### config.mk
export PLATFORM = sky130hd
export DESIGN_NAME = sd_img_responder_flat
export DESIGN_NICKNAME = d
export VERILOG_FILES = /design/src/rtl/sd_img_pkg.sv /design/src/rtl/sd_img_responder_if.sv /design/src/rtl/sd_img_responder.sv /design/src/flat_wrapper.sv
export SDC_FILE = /design/constraint.sdc
export NUM_CORES = 1
export LEC_CHECK = 0
export ABC_AREA = 1
export BUFFER_PORTS_ARGS = -buffer_cell sky130_fd_sc_hd__buf_2
export CAP_MARGIN = 20
export CORE_ASPECT_RATIO = 1.4
export CORE_UTILIZATION = 30
export DETAILED_ROUTE_END_ITERATION = 12
export PLACE_DENSITY = 0.59
export SYNTH_ARGS = -nofsm -noshare
export SYNTH_HDL_FRONTEND = slang
export SYNTH_SLANG_ARGS = --single-unit
### constraint.sdc
create_clock -name clk_sys -period 2.8 [get_ports clk_sys]
set_clock_uncertainty 0.1 [all_clocks]
set_input_delay 0.28 -clock clk_sys [delete_from_list [all_inputs] [get_ports clk_sys]]
set_output_delay 0.28 -clock clk_sys [all_outputs]
set_load 0.05 [all_outputs]
### src/rtl/sd_img_pkg.sv
// sd_img_pkg: shared state encoding and constants for the SD image responder
package sd_img_pkg;

    typedef enum logic [2:0] {
        IDLE,
        READ_A,
        READ_B,
        WRITE_A,
        WRITE_B,
        DONE
    } state_t;

    localparam int SECTOR_BYTES = 512;
    localparam logic [7:0] FILL_BYTE = 8'hE5;

    // True on the final byte index of a sector
    function automatic logic is_last(input logic [8:0] idx);
        return idx == 9'(SECTOR_BYTES - 1);
    endfunction

endpackage

### src/rtl/sd_img_responder_if.sv
// sd_img_responder_if: sector request, sector buffer, image status and backing-memory signals
interface sd_img_responder_if #(
    parameter int ADDR_W = 18
);
    logic [31:0]       sd_lba;
    logic              sd_rd;
    logic              sd_wr;
    logic              sd_ack;
    logic [8:0]        sd_buff_addr;
    logic [7:0]        sd_buff_dout;
    logic              sd_buff_wr;
    logic [7:0]        sd_buff_din;
    logic              img_mounted;
    logic              img_readonly;
    logic [63:0]       img_size;
    logic [ADDR_W-1:0] mem_addr;
    logic              mem_rd;
    logic [7:0]        mem_dout;
    logic              mem_wr;
    logic [7:0]        mem_din;

    // Initiator plus backing memory side
    modport master (
        output sd_lba, sd_rd, sd_wr, sd_buff_din, mem_dout,
        input  sd_ack, sd_buff_addr, sd_buff_dout, sd_buff_wr,
               img_mounted, img_readonly, img_size, mem_addr, mem_rd, mem_wr, mem_din
    );

    // Responder side
    modport slave (
        input  sd_lba, sd_rd, sd_wr, sd_buff_din, mem_dout,
        output sd_ack, sd_buff_addr, sd_buff_dout, sd_buff_wr,
               img_mounted, img_readonly, img_size, mem_addr, mem_rd, mem_wr, mem_din
    );
endinterface

### src/rtl/sd_img_responder.sv
// sd_img_responder: serves 512-byte sectors of a fixed disk image from external byte memory.
// Define SD_IMG_WRITE_EN to let writes reach memory; otherwise the image is read-only.
module sd_img_responder
    import sd_img_pkg::*;
#(
    parameter int SECTORS = 400,
    parameter int ADDR_W  = 18
) (
    input logic          clk_sys,
    input logic          reset,
    sd_img_responder_if.slave bus
);

    localparam int LBA_W = ADDR_W - 9;

`ifdef SD_IMG_WRITE_EN
    localparam logic WE = 1'b1;
`else
    localparam logic WE = 1'b0;
`endif

    state_t            r_state;
    logic [LBA_W-1:0]  r_lba;
    logic              r_oob;
    logic [8:0]        r_idx;
    logic [1:0]        r_boot;
    logic              r_ack;
    logic [8:0]        r_buff_addr;
    logic [7:0]        r_buff_dout;
    logic              r_buff_wr;
    logic              r_mounted;
    logic [ADDR_W-1:0] r_mem_addr;
    logic              r_mem_rd;
    logic              r_mem_wr;
    logic [7:0]        r_mem_din;

    logic              w_req_oob;
    logic [8:0]        w_idx_nx;

    assign w_req_oob = bus.sd_lba >= 32'(SECTORS);
    assign w_idx_nx  = r_idx + 9'd1;

    assign bus.sd_ack       = r_ack;
    assign bus.sd_buff_addr = r_buff_addr;
    assign bus.sd_buff_dout = r_buff_dout;
    assign bus.sd_buff_wr   = r_buff_wr;
    assign bus.img_mounted  = r_mounted;
    assign bus.img_readonly = !WE;
    assign bus.img_size     = 64'(SECTORS) * 64'(SECTOR_BYTES);
    assign bus.mem_addr     = r_mem_addr;
    assign bus.mem_rd       = r_mem_rd;
    assign bus.mem_wr       = r_mem_wr;
    assign bus.mem_din      = r_mem_din;

    // Transfer FSM; memory strobes are launched on entry to the A states so read data lands in B
    always_ff @(posedge clk_sys or posedge reset) begin
        if (reset) begin
            r_state     <= IDLE;
            r_lba       <= '0;
            r_oob       <= 1'b0;
            r_idx       <= '0;
            r_boot      <= '0;
            r_ack       <= 1'b0;
            r_buff_addr <= '0;
            r_buff_dout <= '0;
            r_buff_wr   <= 1'b0;
            r_mounted   <= 1'b0;
            r_mem_addr  <= '0;
            r_mem_rd    <= 1'b0;
            r_mem_wr    <= 1'b0;
            r_mem_din   <= '0;
        end else begin
            r_mem_rd  <= 1'b0;
            r_mem_wr  <= 1'b0;
            r_buff_wr <= 1'b0;
            r_mounted <= r_boot == 2'd1;
            if (r_boot != 2'd3) r_boot <= r_boot + 2'd1;
            case (r_state)
                IDLE: begin
                    if (bus.sd_rd || bus.sd_wr) begin
                        r_lba <= bus.sd_lba[LBA_W-1:0];
                        r_oob <= w_req_oob;
                        r_idx <= '0;
                        r_ack <= 1'b1;
                        if (bus.sd_rd) begin
                            r_mem_addr <= {bus.sd_lba[LBA_W-1:0], 9'd0};
                            r_mem_rd   <= !w_req_oob;
                            r_state    <= READ_A;
                        end else begin
                            r_buff_addr <= '0;
                            r_state     <= WRITE_A;
                        end
                    end
                end
                READ_A: r_state <= READ_B;
                READ_B: begin
                    r_buff_dout <= r_oob ? FILL_BYTE : bus.mem_dout;
                    r_buff_addr <= r_idx;
                    r_buff_wr   <= 1'b1;
                    if (is_last(r_idx)) begin
                        r_ack   <= 1'b0;
                        r_state <= DONE;
                    end else begin
                        r_idx      <= w_idx_nx;
                        r_mem_addr <= {r_lba, w_idx_nx};
                        r_mem_rd   <= !r_oob;
                        r_state    <= READ_A;
                    end
                end
                WRITE_A: r_state <= WRITE_B;
                WRITE_B: begin
                    r_mem_din  <= bus.sd_buff_din;
                    r_mem_addr <= {r_lba, r_idx};
                    r_mem_wr   <= WE && !r_oob;
                    if (is_last(r_idx)) begin
                        r_ack   <= 1'b0;
                        r_state <= DONE;
                    end else begin
                        r_idx       <= w_idx_nx;
                        r_buff_addr <= w_idx_nx;
                        r_state     <= WRITE_A;
                    end
                end
                DONE: if (!bus.sd_rd && !bus.sd_wr) r_state <= IDLE;
                default: r_state <= IDLE;
            endcase
        end
    end

endmodule

### src/flat_wrapper.sv
// flat-port wrapper written by rule: the top's interface ports become plain ports
module sd_img_responder_flat import sd_img_pkg::*;
#(
    parameter int SECTORS = 400,
    parameter int ADDR_W  = 18
)
  (clk_sys, reset, bus_sd_lba, bus_sd_rd, bus_sd_wr, bus_sd_buff_din, bus_mem_dout, bus_sd_ack, bus_sd_buff_addr, bus_sd_buff_dout, bus_sd_buff_wr, bus_img_mounted, bus_img_readonly, bus_img_size, bus_mem_addr, bus_mem_rd, bus_mem_wr, bus_mem_din);
  sd_img_responder_if #(.ADDR_W(ADDR_W)) bus_i ();
  input logic clk_sys;
  input logic reset;
  input wire logic [$bits(bus_i.sd_lba)-1:0] bus_sd_lba;
  input wire logic [$bits(bus_i.sd_rd)-1:0] bus_sd_rd;
  input wire logic [$bits(bus_i.sd_wr)-1:0] bus_sd_wr;
  input wire logic [$bits(bus_i.sd_buff_din)-1:0] bus_sd_buff_din;
  input wire logic [$bits(bus_i.mem_dout)-1:0] bus_mem_dout;
  output wire logic [$bits(bus_i.sd_ack)-1:0] bus_sd_ack;
  output wire logic [$bits(bus_i.sd_buff_addr)-1:0] bus_sd_buff_addr;
  output wire logic [$bits(bus_i.sd_buff_dout)-1:0] bus_sd_buff_dout;
  output wire logic [$bits(bus_i.sd_buff_wr)-1:0] bus_sd_buff_wr;
  output wire logic [$bits(bus_i.img_mounted)-1:0] bus_img_mounted;
  output wire logic [$bits(bus_i.img_readonly)-1:0] bus_img_readonly;
  output wire logic [$bits(bus_i.img_size)-1:0] bus_img_size;
  output wire logic [$bits(bus_i.mem_addr)-1:0] bus_mem_addr;
  output wire logic [$bits(bus_i.mem_rd)-1:0] bus_mem_rd;
  output wire logic [$bits(bus_i.mem_wr)-1:0] bus_mem_wr;
  output wire logic [$bits(bus_i.mem_din)-1:0] bus_mem_din;
  assign bus_i.sd_lba = bus_sd_lba;
  assign bus_i.sd_rd = bus_sd_rd;
  assign bus_i.sd_wr = bus_sd_wr;
  assign bus_i.sd_buff_din = bus_sd_buff_din;
  assign bus_i.mem_dout = bus_mem_dout;
  assign bus_sd_ack = bus_i.sd_ack;
  assign bus_sd_buff_addr = bus_i.sd_buff_addr;
  assign bus_sd_buff_dout = bus_i.sd_buff_dout;
  assign bus_sd_buff_wr = bus_i.sd_buff_wr;
  assign bus_img_mounted = bus_i.img_mounted;
  assign bus_img_readonly = bus_i.img_readonly;
  assign bus_img_size = bus_i.img_size;
  assign bus_mem_addr = bus_i.mem_addr;
  assign bus_mem_rd = bus_i.mem_rd;
  assign bus_mem_wr = bus_i.mem_wr;
  assign bus_mem_din = bus_i.mem_din;
  sd_img_responder #(.SECTORS(SECTORS), .ADDR_W(ADDR_W)) u_core (.clk_sys(clk_sys), .reset(reset), .bus(bus_i));
endmodule
### After elaboration in Yosys (flattened, before gate mapping)

Cells that the tools add are included.

* add/subtract/negate cells: 2
* $lt $le $gt $ge: 1
* equality and inequality tests: 16
* muxes and demuxes: 25
* reductions and logical operators: 16

Operators with widths (count)
* 18-bit 2-to-1 mux: 3
* 18-bit one-hot mux with 3 select lines: 1
* 9-bit 2-to-1 mux: 4
* 32-bit by 9-bit greater-or-equal comparator with 1-bit output, second input constant: 1
* 9-bit one-hot mux with 3 select lines: 1
* 3-bit one-hot mux with 6 select lines: 1
* 9-bit one-hot mux with 2 select lines: 1
* 3-bit 2-to-1 mux: 4
* 2-bit != test, second input constant: 6
* 9-bit by 1-bit adder with 9-bit output, second input constant: 1
* 9-bit equality test, second input constant: 1
* 8-bit 2-to-1 mux: 1
* 4-bit AND reduction: 2
* 3-bit by 2-bit equality test with 1-bit output, second input constant: 2
* 3-bit equality test, second input constant: 2
* 1-bit 2-to-1 mux: 6
* 2-bit by 1-bit != test with 1-bit output, second input constant: 3
* 3-bit AND reduction: 2
* 1-bit zero test: 4
* 1-bit one-hot mux with 2 select lines: 2
* 2-bit AND reduction: 2
* 3-bit by 1-bit equality test with 1-bit output, second input constant: 1
* 3-bit zero test: 1
* 3-bit nonzero test: 1
* 7 further kinds: 7

* register bits: 71
* output and inout port bits: 113
* logic and storage cells: 73

### Logic depth before layout (Yosys ltp)

Gate-level depths: netlist of the first run.

* depth after elaboration: 5
* depth in mapped cells: 13
* gate-level depth less buffers: 12

### Worst setup path before layout of the first run

Ideal clock, no wire load.

* kind: register to register
* from: register u_core.r_idx[0]
* to: register u_core.r_mem_addr[15], in the netlist u_core.bus.mem_addr[15]
* setup time: 118 ps
* arrival time: 1875 ps
* path slack: 707 ps
* stages on the path, launching flop included: 14
* buffers on the path: 2
* period minus slack after synthesis: 2093 ps
* path through: dfrtp_1 > ha_1 > nand2_1 > inv_1 > nand3_1 > nor2_1 > ha_1 > inv_1 > nor2_1 > nand3b_1 > buf_6 > buf_6 > nand2_1 > nand2_1

* cells in the longest elaborated chain, start to end: 3

Ends and longest elaborated chain
* start: declaration: line sd_img_responder.sv:25 `logic [8:0] r_idx;`
* start signal: assignment: line sd_img_responder.sv:104 `r_idx <= w_idx_nx;`
* start signal: assignment: line sd_img_responder.sv:119 `r_idx <= w_idx_nx;`
* 9-bit equality test: line sd_img_pkg.sv:18 `return idx == 9'(SECTOR_BYTES - 1);`
* 2-bit != test (no line)
* 4-bit AND reduction (no line)
* end signal: assignment: line sd_img_responder.sv:86 `r_mem_addr <= {bus.sd_lba[LBA_W-1:0], 9'd0};`
* end signal: assignment: line sd_img_responder.sv:105 `r_mem_addr <= {r_lba, w_idx_nx};`
* end signal: assignment: line sd_img_responder.sv:113 `r_mem_addr <= {r_lba, r_idx};`
* end: declaration: line sd_img_responder.sv:32 `logic [ADDR_W-1:0] r_mem_addr;`

Every way passes these cells.
A chain may end at the register's enable or synchronous reset.

### Final worst setup path of the first run

* from: register u_core.r_idx[0]
* to: register u_core.r_mem_addr[3], in the netlist u_core.bus.mem_addr[3]

* cells in the longest elaborated chain, start to end: 3
* elaborated cells between the ends (all ways): 6

Ends and longest elaborated chain (line)
* 9-bit by 1-bit adder with 9-bit output / 9-bit equality test (equally long branches): sd_img_responder.sv:41, sd_img_pkg.sv:18
* 18-bit 2-to-1 mux / 2-bit != test (equally long branches)
* 18-bit one-hot mux with 3 select lines / 4-bit AND reduction (equally long branches)

Several ways; a longest one is shown, not always the timed one. The select of a mux whose other input is x is not followed.

==> results.sh, run 1 <==
export IMPL_synth_lib_cells_used_distinct=31
export IMPL_final_nets=657
export IMPL_worst_path_most_repeated_cell="sky130_fd_sc_hd__nand2_1"
export IMPL_boundaryPins=165
export IMPL_crit_slowest_cell="sky130_fd_sc_hd__dfrtp_1"
export IMPL_drc_errors_left=1
export IMPL_worst_skew_pair_later_pin_latency_ns=0.33
export IMPL_finish_cell_count_without_fillers=756
export IMPL_tritoncts="built"
export IMPL_stdcell_area_um2=4640
export IMPL_final_antenna_net_count=0
export IMPL_power_share_clock=0.496
export IMPL_hold_path_cell_cnt=3
export IMPL_clockBufferDepth=2
export IMPL_core_rowCount=48
export IMPL_timing_final_crit_share=0.845
export IMPL_worstHoldEndpoint="u_core.bus.mem_din[1]"
export IMPL_postSynthAreaPerCell_um2=7.78
export IMPL_post_cts_setup_buffer_count=0
export IMPL_synth_cell_area_um2=3900
export IMPL_timing_final_max_slew_violations=0
export IMPL_cts_inserted_buffers=9
export IMPL_yosysMostFrequentCell="sky130_fd_sc_hd__nand2_1"
export IMPL_irDropWorstVdd_uv=303
export IMPL_synth_top_cells_by_area="sky130_fd_sc_hd__dfrtp_1, sky130_fd_sc_hd__nand2_1, sky130_fd_sc_hd__buf_4"
export IMPL_placed_cells_incl_taps=739
export IMPL_floorplan_die_area_um2=13500
export IMPL_async_flop_share=1.00
export IMPL_final_layout_size_suffix_gt1_frac=0.216
export IMPL_cp_max_fo=29
export IMPL_regToRegEndpoint="u_core.bus.mem_addr[3]"
export IMPL_drt_met1_wl_um=3450
export IMPL_cts_sink_count=71
export IMPL_power_switching_share=0.259
export IMPL_die_y_um=137
export IMPL_p_leak_nw=2.54
export IMPL_grt_pass1_vias=3018
export IMPL_synth_flop_cell="sky130_fd_sc_hd__dfrtp_1"
export IMPL_postSynthRegisterBits=71
export IMPL_synthCells=502
export IMPL_power_density_nw_per_um2=572
export IMPL_maxSlewHeadroom=0.618
export IMPL_finalCriticalPeriod_ns=2.36
export IMPL_p_seq_frac=0.390
export IMPL_fin_setup_tns_ns=0
export IMPL_r2r_setup_slk_ns=0.44
export IMPL_netlist_top_cell_by_area="sky130_fd_sc_hd__dfrtp_1"
export IMPL_fraction_of_synthesized_area_in_multiplexers=0
export IMPL_max_clock_freq_ghz=0.423
export IMPL_worst_max_slew_pin_slew_ns=0.572
export IMPL_antenna_cells=0
export IMPL_routed_wire_length_um=8640
export IMPL_critical_path_required_ns=2.92
export IMPL_cts_clk_slew_worst_paths_ns=0.06
export IMPL_first_pass_grt_wire_length_um=14300
export IMPL_grt_overflow_total=0
export IMPL_area_inside_the_core_boundary_um2=12500
export IMPL_grt_setup_unrepaired="no"
export IMPL_port_buffers=98
export IMPL_path_type_of_the_worst_min_delay_path="in2reg"
export IMPL_violations_in_the_final_reports="DRC"
export IMPL_met3_wirelength_um=440
export IMPL_maxUsedRoutingLayer="met4"
export IMPL_cap_violations=0
export IMPL_net_switching_power_mw=0.687
export IMPL_vias_per_cell=4.22
export IMPL_timing_critical_path_from_type="flip-flop"
export IMPL_endpoint_kind="flip-flop"
export IMPL_number_of_cells_traversed_by_the_worst_register_to_register_path=13
export IMPL_timing_critical_path_slowest_cell_delay_ns=0.46
export IMPL_dpl_instance_area_um2=4290
export IMPL_routed_wire_length_per_instance_um=11.4
export IMPL_synth_yosys_warnings=0
export IMPL_power_total_mw=2.66
export IMPL_hold_path_origin="bus_sd_buff_din[1]"
export IMPL_share_of_total_power_in_combinational_logic=0.114
export IMPL_timing_final_setup_violations=0
export IMPL_post_synthesis_compound_gate_area_fraction=0.0859
export IMPL_areaGrowthSynthToFinish_pct=19.0
export IMPL_place_hpwl_um=6540
export IMPL_post_synth_xor_area_fraction=0.00673
export IMPL_initial_utilization=0.312
export IMPL_track_usage=0.135
export IMPL_route_vias_total=3191
export IMPL_drtPass1Iterations=10
export IMPL_finalWeightedCongestion=0.822
export IMPL_post_synth_and_or_nand_nor_area_fraction=0.245
export IMPL_crit_type="reg2reg"
export IMPL_timing_critical_path_arrival_ns=2.49
export IMPL_timing_critical_path_cells="ha_1, nand2_1, inv_1, nand3_1, nor2_1, ha_1, inv_1, nor2_1, nand3b_1, buf_12, inv_2, nand2_1, nand2_1"
export IMPL_timing_hold_ws_ns=0.0414
export IMPL_cts_htree_levels=3
export IMPL_synthAdderAreaFrac=0.0128
export IMPL_synth_commonest_cells="sky130_fd_sc_hd__nand2_1, sky130_fd_sc_hd__dfrtp_1, sky130_fd_sc_hd__buf_4"
export IMPL_layout_filler_cells=1301
export IMPL_synth_edf_count=0
export IMPL_final_hold_violation_count=0
export IMPL_antenna_found_initial=0
export IMPL_dr_wl_met2_um=4600
export IMPL_synth_top_cell_area_share=0.455
export IMPL_detail_route_iter0_violations=128
export IMPL_main_combinational_cell_family_by_area_after_synthesis="simple AND/OR/NAND/NOR gates"
export IMPL_buffer_type_at_the_clock_tree_root="sky130_fd_sc_hd__clkbuf_16"
export IMPL_grt_start_max_net_pins=72
export IMPL_worstReg2RegStart="u_core.r_idx[0]"
export IMPL_die_wd_um=98.4
export IMPL_seq_area_frac_synth=0.455
export IMPL_outcome="finished, violations left"
export IMPL_intPower_mw=1.97
[metal layers]
metal,global-route usage,up-vias
met5,0,-
met4,0.0638,0
met3,0.0276,10
met2,0.245,125
met1,0.151,1436
li1,-,1620
[layout make-up]
cell class / instances / area, um2 / share of cell area
inverters: 42 / 160 / 0.0345
well taps: 150 / 188 / 0.0404
flip-flops and latches: 71 / 1780 / 0.383
clock inverters: 5 / 105 / 0.0226
clock buffers: 11 / 243 / 0.0523
multi-input cells: 374 / 1620 / 0.348
repair buffers: 103 / 556 / 0.120
[metrics by stage]
step                setup WS (ns)   util
finish                      0.435  0.372
global route                0.151  0.372
CTS                         0.430  0.372
detailed placement          0.441  0.343
global placement            0.519  0.343
floorplan                   0.623      -
[power by group through the flow]
| stage | registers (mW) | clock network (mW) | logic (mW) |
|---|---|---|---|
| floorplan | 1.07 | 0 | 0.297 |
| global placement | 1.05 | 0 | 0.302 |
| detailed placement | 1.05 | 0 | 0.303 |
| CTS | 1.04 | 1.35 | 0.304 |
| global route | 1.04 | 1.40 | 0.324 |
| finish | 1.04 | 1.32 | 0.302 |
[worst max-delay path by stage]
| stage | from | to | slack, ns | cells after the start |
|---|---|---|---|---|
| detailed placement | u_core.r_idx[0] | u_core.bus.mem_addr[1] | 0.44 | 13 |
| CTS | u_core.r_idx[0] | u_core.bus.mem_addr[1] | 0.43 | 13 |
| finish | u_core.r_idx[0] | u_core.bus.mem_addr[3] | 0.44 | 13 |
| floorplan | reset | u_core.bus.img_mounted | 0.62 | 1 |
| global route | u_core.r_idx[0] | u_core.bus.mem_addr[15] | 0.15 | 13 |
| global placement | u_core.r_idx[0] | u_core.bus.mem_addr[7] | 0.52 | 13 |
[worst max-delay path, delay by kind of cell, from the launching register on]
family	cells	cell delay, ns
simple gates	7	0.73
fa+ha+maj	2	0.49
buf+inv	4	0.48
flops	1	0.46
[cells by family (layout without fill, tap and decap cells)]
logic type	after synthesis	in the layout
flip-flops	71	71
AND/OR/NAND/NOR	237	237
adder cells (fa/ha/maj)	4	4
AO/OA/AOI/OAI	64	64
XOR/XNOR	3	3
buffers and inverters	121	161
other	2	66
[timing repair]
item                                   4_1_cts  5_1_grt
hold buffers                                 1        0
endpoints found under the hold margin       71        0
gates resized for setup                      0        0
[cells in the final DEF, fill, tap and decap left out, types with 2 or more instances in the layout]
master                       netlist  layout
sky130_fd_sc_hd__inv_2             2       3
sky130_fd_sc_hd__ha_1              4       4
sky130_fd_sc_hd__nor2_2            3       3
sky130_fd_sc_hd__nand2_1         185     185
sky130_fd_sc_hd__buf_2             4      98
sky130_fd_sc_hd__o21ai_0          50      50
sky130_fd_sc_hd__buf_4            69       2
sky130_fd_sc_hd__nor2_1           23      23
sky130_fd_sc_hd__nand3_2           2       2
sky130_fd_sc_hd__nand3_1          14      14
sky130_fd_sc_hd__xnor2_1           2       2
sky130_fd_sc_hd__inv_1            39      38
sky130_fd_sc_hd__and2_0            2       2
sky130_fd_sc_hd__bufinv_16         0       3
sky130_fd_sc_hd__o22ai_1           5       5
sky130_fd_sc_hd__o21ai_1           3       3
sky130_fd_sc_hd__nand2_2           3       3
sky130_fd_sc_hd__clkinvlp_4        0       2
sky130_fd_sc_hd__dfrtp_1          71      71
sky130_fd_sc_hd__a21oi_1           3       3
sky130_fd_sc_hd__conb_1            2      66
sky130_fd_sc_hd__clkbuf_16         0       9
sky130_fd_sc_hd__buf_12            0       2
[flip-flops by register name, summed over array words and instances, names as in the netlist, 2 cells and up]
name	flops
u_core.bus.sd_buff_addr	9
u_core.r_idx	9
u_core.r_lba	9
u_core.bus.mem_din	8
u_core.r_state	3
u_core.r_boot	2
u_core.bus.sd_buff_dout	8
u_core.bus.mem_addr	18
Note: power is estimated with default switching activity, not from simulation.
==> inputs of run 2 (changes only) <==
PLACE_DENSITY = 0.61   (was 0.59)
clock period = 2 ns   (was 2.8 ns; I/O delays follow)
==> run 2 against run 1 <==
  * The run still ends with DRC left
  * Design area up 7.8%
  * Combinational power up 49%
  * Worst setup slack worse by 0.38 ns
  * Critical endpoint is now u_core.bus.mem_addr[2]
  * Largest cell class unchanged
==> results.sh, run 2 (same netlist as run 1, synthesis figures left out) <==
export IMPL_timing_final_max_slew_violations=0
export IMPL_routed_wire_length_per_instance_um=11.6
export IMPL_place_hpwl_um=6910
export IMPL_cp_max_fo=7
export IMPL_port_buffers=98
export IMPL_maxSlewHeadroom=0.614
export IMPL_final_setup_worst_slack_ns=0.0570
export IMPL_timing_critical_path_arrival_ns=2.05
export IMPL_drc_errors_left=5
export IMPL_grt_start_max_net_pins=29
export IMPL_timing_critical_path_slowest_cell_delay_ns=0.38
export IMPL_cts_clk_slew_worst_paths_ns=0.06
export IMPL_cts_inserted_buffers=9
export IMPL_vias_per_cell=4.36
export IMPL_antenna_cells=0
export IMPL_routed_wire_length_um=9150
export IMPL_crit_cells=13
export IMPL_buffer_type_at_the_clock_tree_root="sky130_fd_sc_hd__clkbuf_16"
export IMPL_mostFrequentLayoutCell="sky130_fd_sc_hd__nand2_1"
export IMPL_cts_htree_levels=3
export IMPL_largest_reg_flops=18
export IMPL_endpoint_kind="flip-flop"
export IMPL_outcome="finished, violations left"
export IMPL_timing_final_setup_violations=0
export IMPL_critical_path_required_ns=2.11
export IMPL_grt_pass1_vias=3102
export IMPL_max_clock_freq_ghz=0.515
export IMPL_initial_utilization=0.312
export IMPL_net_switching_power_mw=0.989
export IMPL_power_share_clock=0.453
export IMPL_route_vias_total=3432
export IMPL_timing_critical_path_cells="ha_2, nand2_2, inv_2, nand3_4, nor2_4, ha_4, inv_4, nor2_2, nand3b_1, buf_6, clkbuf_16, nand2_1, o21ai_1"
export IMPL_place_ws_ns=0.0208
export IMPL_clockBufferDepth=2
export IMPL_worst_max_slew_pin_slew_ns=0.578
export IMPL_timing_critical_path_from_type="flip-flop"
export IMPL_die_wd_um=98.4
export IMPL_number_of_cells_traversed_by_the_worst_register_to_register_path=13
export IMPL_intPower_mw=2.49
export IMPL_grt_overflow_total=0
export IMPL_p_seq_frac=0.417
export IMPL_power_switching_share=0.284
export IMPL_cap_violations=0
export IMPL_worst_skew_pair_later_pin_latency_ns=0.33
export IMPL_first_pass_grt_wire_length_um=14500
export IMPL_boundaryPins=165
export IMPL_violations_in_the_final_reports="DRC"
export IMPL_path_type_of_the_worst_min_delay_path="in2reg"
export IMPL_die_y_um=137
export IMPL_final_antenna_net_count=0
export IMPL_final_nets=689
export IMPL_dpl_instance_area_um2=4400
export IMPL_core_rowCount=48
export IMPL_grt_setup_unrepaired="yes"
export IMPL_floorplan_die_area_um2=13500
export IMPL_crit_slowest_cell="sky130_fd_sc_hd__dfrtp_1"
export IMPL_worst_path_buf_inv=4
export IMPL_tritoncts="built"
export IMPL_critical_path_top_delay_family="simple AND/OR/NAND/NOR gates"
export IMPL_final_hold_violation_count=0
export IMPL_mostFrequentLayoutCells="sky130_fd_sc_hd__nand2_1, sky130_fd_sc_hd__buf_2, sky130_fd_sc_hd__dfrtp_1"
export IMPL_finalCriticalPeriod_ns=1.94
export IMPL_stdcell_area_um2=5000
export IMPL_p_leak_nw=2.67
export IMPL_track_usage=0.139
export IMPL_detail_route_iter0_violations=161
export IMPL_hold_path_cell_cnt=3
export IMPL_timing_final_crit_share=0.972
export IMPL_antenna_found_initial=0
export IMPL_final_layout_size_suffix_gt1_frac=0.268
export IMPL_area_inside_the_core_boundary_um2=12500
export IMPL_drtPass1Iterations=9
export IMPL_areaGrowthSynthToFinish_pct=28.2
export IMPL_power_density_nw_per_um2=695
export IMPL_crit_type="reg2reg"
export IMPL_finalWeightedCongestion=0.828
export IMPL_share_of_total_power_in_combinational_logic=0.130
export IMPL_irDropWorstVdd_uv=287
export IMPL_cts_sink_count=71
==> run 2: cell types whose count changed in the layout (fill, tap and decap cells not counted), moves of 6 or more <==
| cell | delta |
|---|---|
| sky130_fd_sc_hd__buf_4 | +13 |
| sky130_fd_sc_hd__dlygate4sd3_1 | +13 |
| sky130_fd_sc_hd__nand2_1 | -11 |
| sky130_fd_sc_hd__nand2_2 | +11 |
| sky130_fd_sc_hd__o21ai_0 | -7 |
| sky130_fd_sc_hd__o21ai_1 | +6 |
==> run 2: timing repair <==
action,4_1_cts,5_1_grt
hold buffers,14,0
endpoints found under the setup margin,0,36
gates resized for setup,0,27
hold endpoints to repair,33,0
buffers inserted,0,5
==> run 2: worst min-delay path, stage by stage <==
cell and delay (ns):
sky130_fd_sc_hd__buf_2 0.10, sky130_fd_sc_hd__nand2_1 0.05, sky130_fd_sc_hd__o21ai_0 0.06
==> run 2: routing by layer <==
metal	GRT usage	wire length, um	vias up
li1	-	-	1686
met1	0.151	3510	1591
met2	0.250	4880	136
met3	0.0281	465	19
met4	0.0813	290	0
met5	0	0	-
==> run 2: through the flow <==
stage	power (mW)	std cells	util	hold WS (ns)	TNS (ns)
6_report	3.48	788	0.401	0.0172	0
5_1_grt	3.63	788	0.401	0.0328	-0.271
4_1_cts	3.52	780	0.387	0.00499	0
3_5_place_dp	1.91	750	0.352	0.197	0
3_3_place_gp	1.90	750	0.352	0.193	0
2_1_floorplan	1.92	566	-	0.210	0
==> run 2: final timing paths <==
check	startpoint	endpoint	slack, ns
max reg2reg	u_core.r_idx[0]	u_core.bus.mem_addr[2]	0.06
max in group asynchronous	reset	u_core.bus.sd_buff_dout[0]	0.91
max	u_core.r_idx[0]	u_core.bus.mem_addr[2]	0.06
min in group asynchronous	reset	u_core.bus.mem_addr[5]	0.38
min reg2reg	u_core.bus.sd_buff_addr[0]	u_core.bus.sd_buff_addr[0]	0.37
min	bus_sd_lba[5]	u_core.r_lba[5]	0.02
==> run 2: power groups by stage <==
stage	Sequential, mW	Clock (mW)	Combinational (mW)
finish	1.45	1.58	0.451
global route	1.45	1.70	0.479
CTS	1.45	1.62	0.452
detailed placement	1.48	0	0.430
global placement	1.47	0	0.427
floorplan	1.50	0	0.416
==> run 2: area by class of cell <==
class	instances	area, um2
Multi-Input combinational cell	374	1690
Sequential cell	71	1780
Clock inverter	7	73.8
Tap cell	150	188
Inverter	42	166
Clock buffer	9	225
Fill cell	1302	7490
Timing Repair Buffer	135	887
